==> config.mk <==
export PLATFORM = sky130hd
export DESIGN_NAME = dram_controller
export DESIGN_NICKNAME = d
export VERILOG_FILES = /design/src/rtl/dram_pkg.sv /design/src/rtl/dram_refresh_timer.sv /design/src/rtl/dram_controller.sv
export SDC_FILE = /design/constraint.sdc
export NUM_CORES = 1
export LEC_CHECK = 0
export ABC_AREA = 0
export BUFFER_PORTS_ARGS = -buffer_cell sky130_fd_sc_hd__buf_4
export CORE_ASPECT_RATIO = 1.4
export CORE_MARGIN = 3
export CORE_UTILIZATION = 46
export CTS_CLUSTER_DIAMETER = 80
export CTS_CLUSTER_SIZE = 8
export DETAILED_ROUTE_END_ITERATION = 8
export PLACE_DENSITY = 0.85
export REMOVE_ABC_BUFFERS = 1
export SYNTH_ARGS = -nofsm -noshare
export SYNTH_HDL_FRONTEND = slang
export SYNTH_SLANG_ARGS = --single-unit
==> constraint.sdc <==
create_clock -name CLK -period 1.6 [get_ports CLK]
set_input_delay 0.08 -clock CLK [delete_from_list [all_inputs] [get_ports CLK]]
set_output_delay 0.08 -clock CLK [all_outputs]
set_load 0.02 [all_outputs]
==> src/rtl/dram_pkg.sv <==
// Shared types and default timing for the DRAM controller slice.
package dram_pkg;

  // CPU clocks between refresh requests (15.6 us at 8 MHz).
  localparam int REFRESH_DIV_DEFAULT      = 125;
  // Minimum RAS-high clocks after any RAS-low period.
  localparam int PRECHARGE_CYCLES_DEFAULT = 2;

  typedef enum logic [2:0] {
    IDLE,
    ROW,
    COL,
    ACK,
    PRE,
    REF_CAS,
    REF_RAS,
    REF_HOLD
  } state_e;

endpackage

==> src/rtl/dram_refresh_timer.sv <==
// Free-running refresh divider with a sticky request flag.
module dram_refresh_timer
  import dram_pkg::*;
#(
  parameter int REFRESH_DIV = REFRESH_DIV_DEFAULT
) (
  input  logic CLK,
  input  logic RST,
  input  logic clear,
  output logic pending
);

  localparam int CW = (REFRESH_DIV > 1) ? $clog2(REFRESH_DIV) : 1;

  logic [CW-1:0] cnt;
  logic          wrap;

  assign wrap = (cnt == CW'(REFRESH_DIV - 1));

  // Count 0..REFRESH_DIV-1; a wrap raises pending, which stays up until the
  // controller takes the refresh (extra wraps meanwhile are simply absorbed).
  // NOTE: non-blocking assignments so every flop samples pre-edge values.
  always_ff @(posedge CLK or posedge RST) begin
    if (RST) begin
      cnt     <= '0;
      pending <= 1'b0;
    end else begin
      cnt <= wrap ? '0 : cnt + CW'(1);
      if (clear) begin
        pending <= 1'b0;
      end else if (wrap) begin
        pending <= 1'b1;
      end
    end
  end

endmodule

==> src/rtl/dram_controller.sv <==
// 68000 DRAM responder: RAS/CAS address multiplexing, DTACK generation and
// CAS-before-RAS refresh interleaved between CPU accesses.
module dram_controller
  import dram_pkg::*;
#(
  parameter int ROW_BITS         = 11,
  parameter int COL_BITS         = 10,
  parameter int REFRESH_DIV      = REFRESH_DIV_DEFAULT,
  parameter int PRECHARGE_CYCLES = PRECHARGE_CYCLES_DEFAULT
) (
  input  logic                         CLK,
  input  logic                         RST,
  input  logic                         DRAM,
  input  logic                         AS,
  input  logic                         UDS,
  input  logic                         LDS,
  input  logic                         RW,
  input  logic [ROW_BITS+COL_BITS-1:0] ADDR,
  output logic [ROW_BITS-1:0]          DRAM_ADDR,
  output logic                         RAS_N,
  output logic                         CAS_U_N,
  output logic                         CAS_L_N,
  output logic                         WE_N,
  output logic                         DTACK_DRAM
);

  localparam int PW = (PRECHARGE_CYCLES > 1) ? $clog2(PRECHARGE_CYCLES) : 1;

  state_e        state, state_d;
  logic [PW-1:0] pre_cnt, pre_cnt_d;
  logic          req_q;
  logic          ref_pending, ref_clear;
  logic          ras_d, cas_u_d, cas_l_d, we_d, dtack_d;

  dram_refresh_timer #(
    .REFRESH_DIV(REFRESH_DIV)
  ) u_refresh_timer (
    .CLK    (CLK),
    .RST    (RST),
    .clear  (ref_clear),
    .pending(ref_pending)
  );

  // Next state plus the values every strobe takes on entering that state.
  // NOTE: every signal gets a default first so no path leaves one unassigned.
  always_comb begin
    state_d   = state;
    pre_cnt_d = '0;
    ref_clear = 1'b0;
    ras_d     = 1'b1;
    cas_u_d   = 1'b1;
    cas_l_d   = 1'b1;
    we_d      = 1'b1;
    dtack_d   = 1'b1;
    case (state)
      IDLE: begin
        // Refresh wins over a simultaneous CPU request.
        if (ref_pending) begin
          state_d   = REF_CAS;
          ref_clear = 1'b1;
          cas_u_d   = 1'b0;
          cas_l_d   = 1'b0;
        end else if (req_q) begin
          state_d = ROW;
          ras_d   = 1'b0;
          we_d    = RW;
        end
      end
      ROW: begin
        if (AS) begin
          state_d = PRE;
        end else begin
          state_d = COL;
          ras_d   = 1'b0;
          we_d    = WE_N;
        end
      end
      COL: begin
        if (AS) begin
          state_d = PRE;
        end else begin
          ras_d = 1'b0;
          we_d  = WE_N;
          // Reads strobe CAS straight away; writes wait for a data strobe.
          if (WE_N || !UDS || !LDS) begin
            state_d = ACK;
            cas_u_d = UDS;
            cas_l_d = LDS;
            dtack_d = 1'b0;
          end
        end
      end
      ACK: begin
        if (AS) begin
          state_d = PRE;
        end else begin
          ras_d   = 1'b0;
          we_d    = WE_N;
          cas_u_d = CAS_U_N;
          cas_l_d = CAS_L_N;
          dtack_d = 1'b0;
        end
      end
      PRE: begin
        if (pre_cnt == PW'(PRECHARGE_CYCLES - 1)) begin
          state_d = IDLE;
        end else begin
          pre_cnt_d = pre_cnt + PW'(1);
        end
      end
      REF_CAS: begin
        state_d = REF_RAS;
        ras_d   = 1'b0;
        cas_u_d = 1'b0;
        cas_l_d = 1'b0;
      end
      REF_RAS: begin
        state_d = REF_HOLD;
        ras_d   = 1'b0;
        cas_u_d = 1'b0;
        cas_l_d = 1'b0;
      end
      REF_HOLD: begin
        state_d = PRE;
      end
      default: begin
        state_d = IDLE;
      end
    endcase
  end

  // State, precharge count, request sample and registered strobes; reset
  // drops every strobe immediately so no partial cycle completes.
  always_ff @(posedge CLK or posedge RST) begin
    if (RST) begin
      state      <= IDLE;
      pre_cnt    <= '0;
      req_q      <= 1'b0;
      RAS_N      <= 1'b1;
      CAS_U_N    <= 1'b1;
      CAS_L_N    <= 1'b1;
      WE_N       <= 1'b1;
      DTACK_DRAM <= 1'b1;
    end else begin
      state      <= state_d;
      pre_cnt    <= pre_cnt_d;
      req_q      <= ~DRAM & ~AS;
      RAS_N      <= ras_d;
      CAS_U_N    <= cas_u_d;
      CAS_L_N    <= cas_l_d;
      WE_N       <= we_d;
      DTACK_DRAM <= dtack_d;
    end
  end

  // Column field while CAS may be active, row field everywhere else.
  always_comb begin
    if (state == COL || state == ACK) begin
      DRAM_ADDR = ROW_BITS'(ADDR[COL_BITS-1:0]);
    end else begin
      DRAM_ADDR = ADDR[ROW_BITS+COL_BITS-1:COL_BITS];
    end
  end

endmodule
==> results of run 1 <==
[how the worst min path moves through the flow]
stage,start,end,cells after the start
final,AS,DTACK_DRAM$_DFF_PP1_,2
after global routing,AS,DTACK_DRAM$_DFF_PP1_,2
after CTS,AS,DTACK_DRAM$_DFF_PP1_,2
after detailed placement,RST,state[0]$_DFFE_PP0P_,2
after global placement,RST,state[0]$_DFFE_PP0P_,2
after floorplan,RST,pre_cnt$_DFF_PP0_,1
[critical path, delay by kind of cell, from the launching register on]
kind / cells / cell delay [ns]
buf+inv: 1 / 0.16
simple gates: 1 / 0.17
flops: 1 / 0.45
mux: 1 / 0.35
[cell type report]
cell class / count / area, um^2
Clock buffer: 4 / 36.3
Fill cell: 151 / 596
Inverter: 5 / 18.8
Multi-Input combinational cell: 64 / 488
Sequential cell: 18 / 457
Tap cell: 21 / 26.3
Timing Repair Buffer: 49 / 375
[through the flow]
| stage | utilization | std cells |
|---|---|---|
| floorplan | - | 87 |
| global placement | 0.665 | 154 |
| detailed placement | 0.665 | 154 |
| CTS | 0.699 | 161 |
| global route | 0.702 | 161 |
| finish | 0.702 | 161 |
[cell usage in the layout (no fill, tap or decap), types with 3 or more instances in the layout]
| cell | count |
|---|---|
| buf_4 | 46 |
| clkbuf_4 | 3 |
| dfrtp_1 | 13 |
| dfstp_2 | 5 |
| dlygate4sd3_1 | 3 |
| inv_1 | 5 |
| mux2_2 | 10 |
| nand2_1 | 3 |
| nand2b_1 | 3 |
| nor2_1 | 7 |
| o21a_1 | 4 |
| o21ai_0 | 3 |
[metal layers]
layer  up-vias  track usage  part of all wire
li1        425            -                 -
met1       444        0.196              0.35
met2        59        0.362              0.53
met3        10       0.0237             0.084
met4         0        0.117             0.038
met5         -            0                 0
[kinds of logic after synthesis]
family,after synthesis,synth area share
buffers and inverters,10,0.0495
flip-flops,18,0.463
multiplexers,10,0.114
XOR/XNOR,4,0.0355
AO/OA/AOI/OAI,19,0.143
adder cells (fa/ha/maj),2,0.0254
AND/OR/NAND/NOR,29,0.169
[power by group through the flow]
stage / sequential [mW] / combinational (mW) / clock [mW]
6_report: 0.685 / 0.949 / 0.278
5_1_grt: 0.700 / 1.01 / 0.299
4_1_cts: 0.677 / 0.945 / 0.281
3_5_place_dp: 0.684 / 0.922 / 0
3_3_place_gp: 0.678 / 0.893 / 0
2_1_floorplan: 0.768 / 0.463 / 0
[timing repair]
action,CTS,global route
hold buffers,3,0
resized for setup,1,1
endpoints found under the setup margin,10,10
hold endpoints to repair,14,0
[sequential cells by signal, indices dropped and copies added (netlist names)]
signal	count
pre_cnt	1
req_q	1
WE_N	1
u_refresh_timer.pending	1
CAS_U_N	1
state	3
RAS_N	1
u_refresh_timer.cnt	7
CAS_L_N	1
DTACK_DRAM	1
==> results.tsv, run 1 <==
stage	metric	value	unit
outcome	status	complete, no violations	
floorplan	initial core utilization	0.494	
yosys	most common library cells after synthesis	dfrtp_1, mux2_2, nor2_1	
timing	fin crit share	0.933	
timing	RSZ-0062 raised after global routing	false	
yosys	sequential-to-total area share from yosys stat	0.463	
floorplan	Rows	19	
worst_setup_path	endpoint class of the critical path	output pin	
clock_tree	Max Buffers Root-to-Sink	2	
clock_tree	clk root buf	clkbuf_4	
clock_tree	Inserted Clock Buffers	3	
timing	max-slew violation count	0	
worst_setup_path	r2r startpoint	state[1]$_DFFE_PP0P_	
pwr	pwr dens	1360	nW/um^2
floorplan	Die Wd	45.1	um
worst_setup_path	Critical Path Sink	DRAM_ADDR[5]	
yosys	Syn Inst Count	92	
worst_setup_path	crit path from	state[1]$_DFFE_PP0P_	
timing	Hold Vio Cnt, Final	0	
min_path	hold crit path type	in -> reg	
yosys	EDFF count, synth	0	
detailed_routing	initial DRC count	26	
worst_setup_path	CP Data Arrival Time	1.41	ns
timing	Final min period	1.49	ns
clock_tree	Sink Count	18	
place	Final GP Congestion	0.823	
run	max_cap viols	0	
timing	worst hold slack	0.0526	ns
cells_and_area	antenna diode count	0	
pwr	clock share of power	0.145	
timing	Clock Skews	0.00683	ns
worst_setup_path	maximum fanout along the worst path	12	
timing	Final setup viols	0	
yosys	share of the synthesized area in the top cell type	0.330	
cells_and_area	layout cells sized above 1	0.471	
pwr	worst ir drop on vdd	0.000966	V
floorplan	core area	2000	um^2
global_routing	antenna violations before repair	0	
pwr	switching share of total power	0.372	
timing	Relative slew margins	0.554	
pwr	Pleak	0.660	nW
pwr	sequential share of power	0.358	
clock_tree	CTS H-tree lvls	1	
detailed_routing	routed len/inst	15.2	um
worst_setup_path	Required @ worst endpoint	1.52	ns
global_routing	maximum number of pins on one net before global-route repair	19	
yosys	area leader, netlist	dfrtp_1	
global_routing	vias in the first global route	995	
worst_setup_path	R2R Path End	CAS_U_N$_DFFE_PP1P_	
detailed_routing	Vias/cell	5.83	
floorplan	num ports	44	
yosys	Area contributors post-synth	dfrtp_1, dfstp_2, mux2_2	
clock_tree	Reg clk slew, reported paths	0.11	ns
timing	Fin Setup TNS	0	ns
timing	PnR worst setup slack	0.107	ns
place	Port-buffer cells	43	
yosys	yosys warns	0	
global_routing	Overall Global Routing Usage	0.193	
pwr	combinational share of power	0.496	
pwr	Sw Pwr	712	uW
detailed_routing	routed via count	938	
place	Place WS	0.190	ns
detailed_routing	DR DRC count	0	
clock_tree	Setup Buffers After CTS	0	
yosys	cell area after synthesis	986	um^2
worst_setup_path	critical path's largest stage delay	0.45	ns
detailed_routing	WL final	2.45	mm
cells_and_area	Final nets	171	
worst_setup_path	R2R Setup Slk	0.17	ns
detailed_routing	antenna viol nets, final	0	
worst_setup_path	critical path class	reg -> out	
clock_tree	CTS tree	done	
place	placed instance area	1330	um^2
yosys	Syn Area/Cell	10.7	um^2
global_routing	GRT Residual Overflow	0	
global_routing	first-pass GRT wire length	3.92	mm
detailed_routing	drt first pass iters	4	
cells_and_area	Area Growth Syn to Fin	42.1	%
yosys	Post-synth top flop	dfrtp_1	
worst_setup_path	CP startpoint kind	flop	
cells_and_area	cell area after layout	1400	um^2
worst_setup_path	CP max-delay cell	dfrtp_1	
yosys	top-count cell post-synth	dfrtp_1	
yosys	FF+latch count, synth	18	
clock_tree	Clock Latency Late Sink	0.29	ns
pwr	total power	1.91	mW
floorplan	Die ar.	2740	um^2
worst_setup_path	worst path cell trace	nand2b_4, mux2_2, buf_4	
pwr	internal power	1.20	mW
yosys	Netlist cell types	36	
floorplan	die height	60.8	um
place	Post-DP HPWL	1.90	mm
timing	worst slew pin tran	0.668	ns
timing	fmax	670	MHz
yosys	Async S/R FF share, synth	1.00	
worst_setup_path	R2R depth	4	
Note: power is estimated with default switching activity, not from simulation.
==> inputs of run 2 (changes only) <==
--- a/config.mk
+++ b/config.mk
@@ -17,2 +17,3 @@
 export REMOVE_ABC_BUFFERS = 1
+export SLEW_MARGIN = 0
 export SYNTH_ARGS = -nofsm -noshare
==> constraint.sdc (replaced) <==
create_clock -name CLK -period 1.6 [get_ports CLK]
set_input_delay 0.24 -clock CLK [delete_from_list [all_inputs] [get_ports CLK]]
set_output_delay 0.24 -clock CLK [all_outputs]
set_load 0.01 [all_outputs]
==> results.tsv, run 2 (synthesized netlist as in run 1, its figures left out) <==
stage	metric	value	unit	change
detailed_routing	routed via count	910		-3.0%
outcome	failing checks	setup timing		
worst_setup_path	endpoint class of the critical path	output pin		
detailed_routing	Vias/cell	5.72		-1.8%
timing	fin crit share	1.00		+0.0682
pwr	pwr dens	1320	nW/um^2	-3.2%
clock_tree	hold_buf cts	0		-3
timing	Final min period	1.60	ns	+0.109 ns
min_path	hold crit path type	in -> async		
timing	PnR worst setup slack	-0.00221	ns	-0.109 ns
global_routing	maximum number of pins on one net before global-route repair	19		unchanged
cells_and_area	Regs by FF count	u_refresh_timer.cnt (7), state (3)		
pwr	clock share of power	0.140		-0.005
cells_and_area	Final nets	169		-1.2%
timing	Clock Skews	0.00534	ns	-0.00149 ns
pwr	sequential share of power	0.351		-0.007
cells_and_area	antenna diode count	0		unchanged
floorplan	num ports	44		unchanged
worst_setup_path	critical path class	reg -> out		
clock_tree	Max Buffers Root-to-Sink	2		unchanged
timing	Relative slew margins	0.571		+0.0169
detailed_routing	DR DRC count	0		unchanged
cells_and_area	Largest register FFs	7		unchanged
floorplan	initial core utilization	0.494		unchanged
floorplan	die height	60.8	um	unchanged
global_routing	Overall Global Routing Usage	0.181		-0.0125
cells_and_area	number of fill cells	145		-4.0%
place	Post-DP HPWL	1.72	mm	-9.4%
cells_and_area	final std cells w/o fill	159		-1.2%
place	Placed Cells	154		unchanged
run	max_cap viols	0		unchanged
worst_setup_path	Required @ worst endpoint	1.36	ns	-0.16 ns
timing	worst slew pin tran	0.642	ns	-0.0254 ns
pwr	internal power	1.28	mW	+6.6%
clock_tree	CTS H-tree lvls	1		unchanged
cells_and_area	most frequent cells in the layout	buf_4, dfrtp_1, mux2_4, buf_6, nor2_1		
detailed_routing	drt first pass iters	4		unchanged
pwr	Pleak	0.721	nW	+9.3%
worst_setup_path	CP Data Arrival Time	1.36	ns	-0.05 ns
worst_setup_path	maximum fanout along the worst path	6		-6
cells_and_area	Area Growth Syn to Fin	48.2	%	
cells_and_area	Largest Register	u_refresh_timer.cnt		
timing	RSZ-0062 raised after global routing	true		
global_routing	antenna violations before repair	0		unchanged
global_routing	first-pass GRT wire length	3.72	mm	-5.1%
clock_tree	Reg clk slew, reported paths	0.10	ns	about the same
outcome	status	complete, but fails checks		
worst_setup_path	CP startpoint kind	flop		
detailed_routing	WL final	2.47	mm	+0.82%
cells_and_area	commonest non-fill, non-tap cell in the layout	buf_4		
timing	Final setup viols	1		+1
detailed_routing	routed len/inst	15.5	um	+2.1%
cells_and_area	layout cells sized above 1	0.493		+0.0213
clock_tree	Clock Latency Late Sink	0.29	ns	about the same
pwr	Sw Pwr	650	uW	-8.8%
pwr	total power	1.93	mW	+0.90%
cells_and_area	final core utilization	0.732		+0.0301
floorplan	Die Wd	45.1	um	unchanged
pwr	combinational share of power	0.508		+0.012
clock_tree	clk root buf	clkbuf_4		
clock_tree	Inserted Clock Buffers	3		unchanged
floorplan	Rows	19		unchanged
detailed_routing	initial DRC count	18		-31%
floorplan	core area	2000	um^2	unchanged
clock_tree	Sink Count	18		unchanged
place	Port-buffer cells	43		unchanged
timing	Hold Vio Cnt, Final	0		unchanged
floorplan	Die ar.	2740	um^2	unchanged
timing	max-slew violation count	0		unchanged
timing	fmax	624	MHz	-6.8%
global_routing	vias in the first global route	951		-4.4%
pwr	switching share of total power	0.337		-0.0357
pwr	worst ir drop on vdd	0.00101	V	+4.6%
worst_setup_path	R2R depth	4		unchanged
global_routing	GRT Residual Overflow	0		unchanged
detailed_routing	antenna viol nets, final	0		unchanged
place	Final GP Congestion	0.805		-2.1%
clock_tree	CTS tree	done		
## run 2: cell count changes in the layout (fill, tap and decap cells not counted)
| cell | change |
|---|---|
| mux2_4 | +10 |
| buf_6 | +10 |
| buf_4 | -10 |
| dfrtp_2 | +1 |
| nand2b_4 | +1 |
| dfrtp_1 | -1 |
| dlygate4sd3_1 | -3 |
| mux2_2 | -10 |
## run 2: critical path: stages (launching register included)
cell and delay [ns]:
dfrtp_1 0.42, nand2b_4 0.21, mux2_4 0.33, buf_6 0.12
## run 2: path summary, 6_finish.rpt
kind | from | to | slack (ns)
min in group CLK | DRAM | req_q$_DFF_PP0_ | 0.08
max in group asynchronous | RST | state[1]$_DFFE_PP0P_ | 1.12
hold / removal | RST | u_refresh_timer.pending$_DFFE_PP0P_ | 0.03
setup reg to reg | state[1]$_DFFE_PP0P_ | CAS_U_N$_DFFE_PP1P_ | 0.13
hold reg to reg | pre_cnt$_DFF_PP0_ | pre_cnt$_DFF_PP0_ | 0.44
setup / recovery | state[2]$_DFFE_PP0P_ | DRAM_ADDR[9] | -0.002
## run 2: cell type report
cell class              instances  area, um^2  area share
multi-input cells              65         539       0.369
repair buffers                 46         383       0.262
flip-flops and latches         18         458       0.313
clock buffers                   4        36.3      0.0248
well taps                      21        26.3      0.0180
inverters                       5        18.8      0.0128
## run 2: what timing repair did
item	4_1_cts	5_1_grt
setup endpoints to repair	11	10
resized for setup	4	20
gates cloned	1	0
buffers inserted	0	0
## run 2: metal layers
layer  GRT usage  up-vias  routed length (um)
met2       0.354       52                1280
met3      0.0297        4                 253
met5           0        -                   0
li1            -      426                   -
met4      0.0669        0                  31
met1       0.184      428                 906
## run 2: stage by stage
step | TNS, ns | setup slack, ns | instance area (um^2) | hold slack [ns]
5_1_grt | -0.170 | -0.0340 | 1460 | 0.0800
4_1_cts | 0 | 0.00630 | 1390 | 0.0616
3_5_place_dp | 0 | 0.0766 | 1330 | 0.377
3_3_place_gp | 0 | 0.111 | 1330 | 0.368
2_1_floorplan | 0 | 0.0888 | 956 | 0.175
6_report | -0.00221 | -0.00221 | 1460 | 0.0333
## run 2: power by group through the flow
stage	combinational (mW)	clock [mW]	sequential [mW]
6_report	0.981	0.271	0.678
5_1_grt	1.06	0.287	0.693
3_3_place_gp	0.830	0	0.655
2_1_floorplan	0.414	0	0.733
4_1_cts	0.877	0.274	0.677
3_5_place_dp	0.843	0	0.661
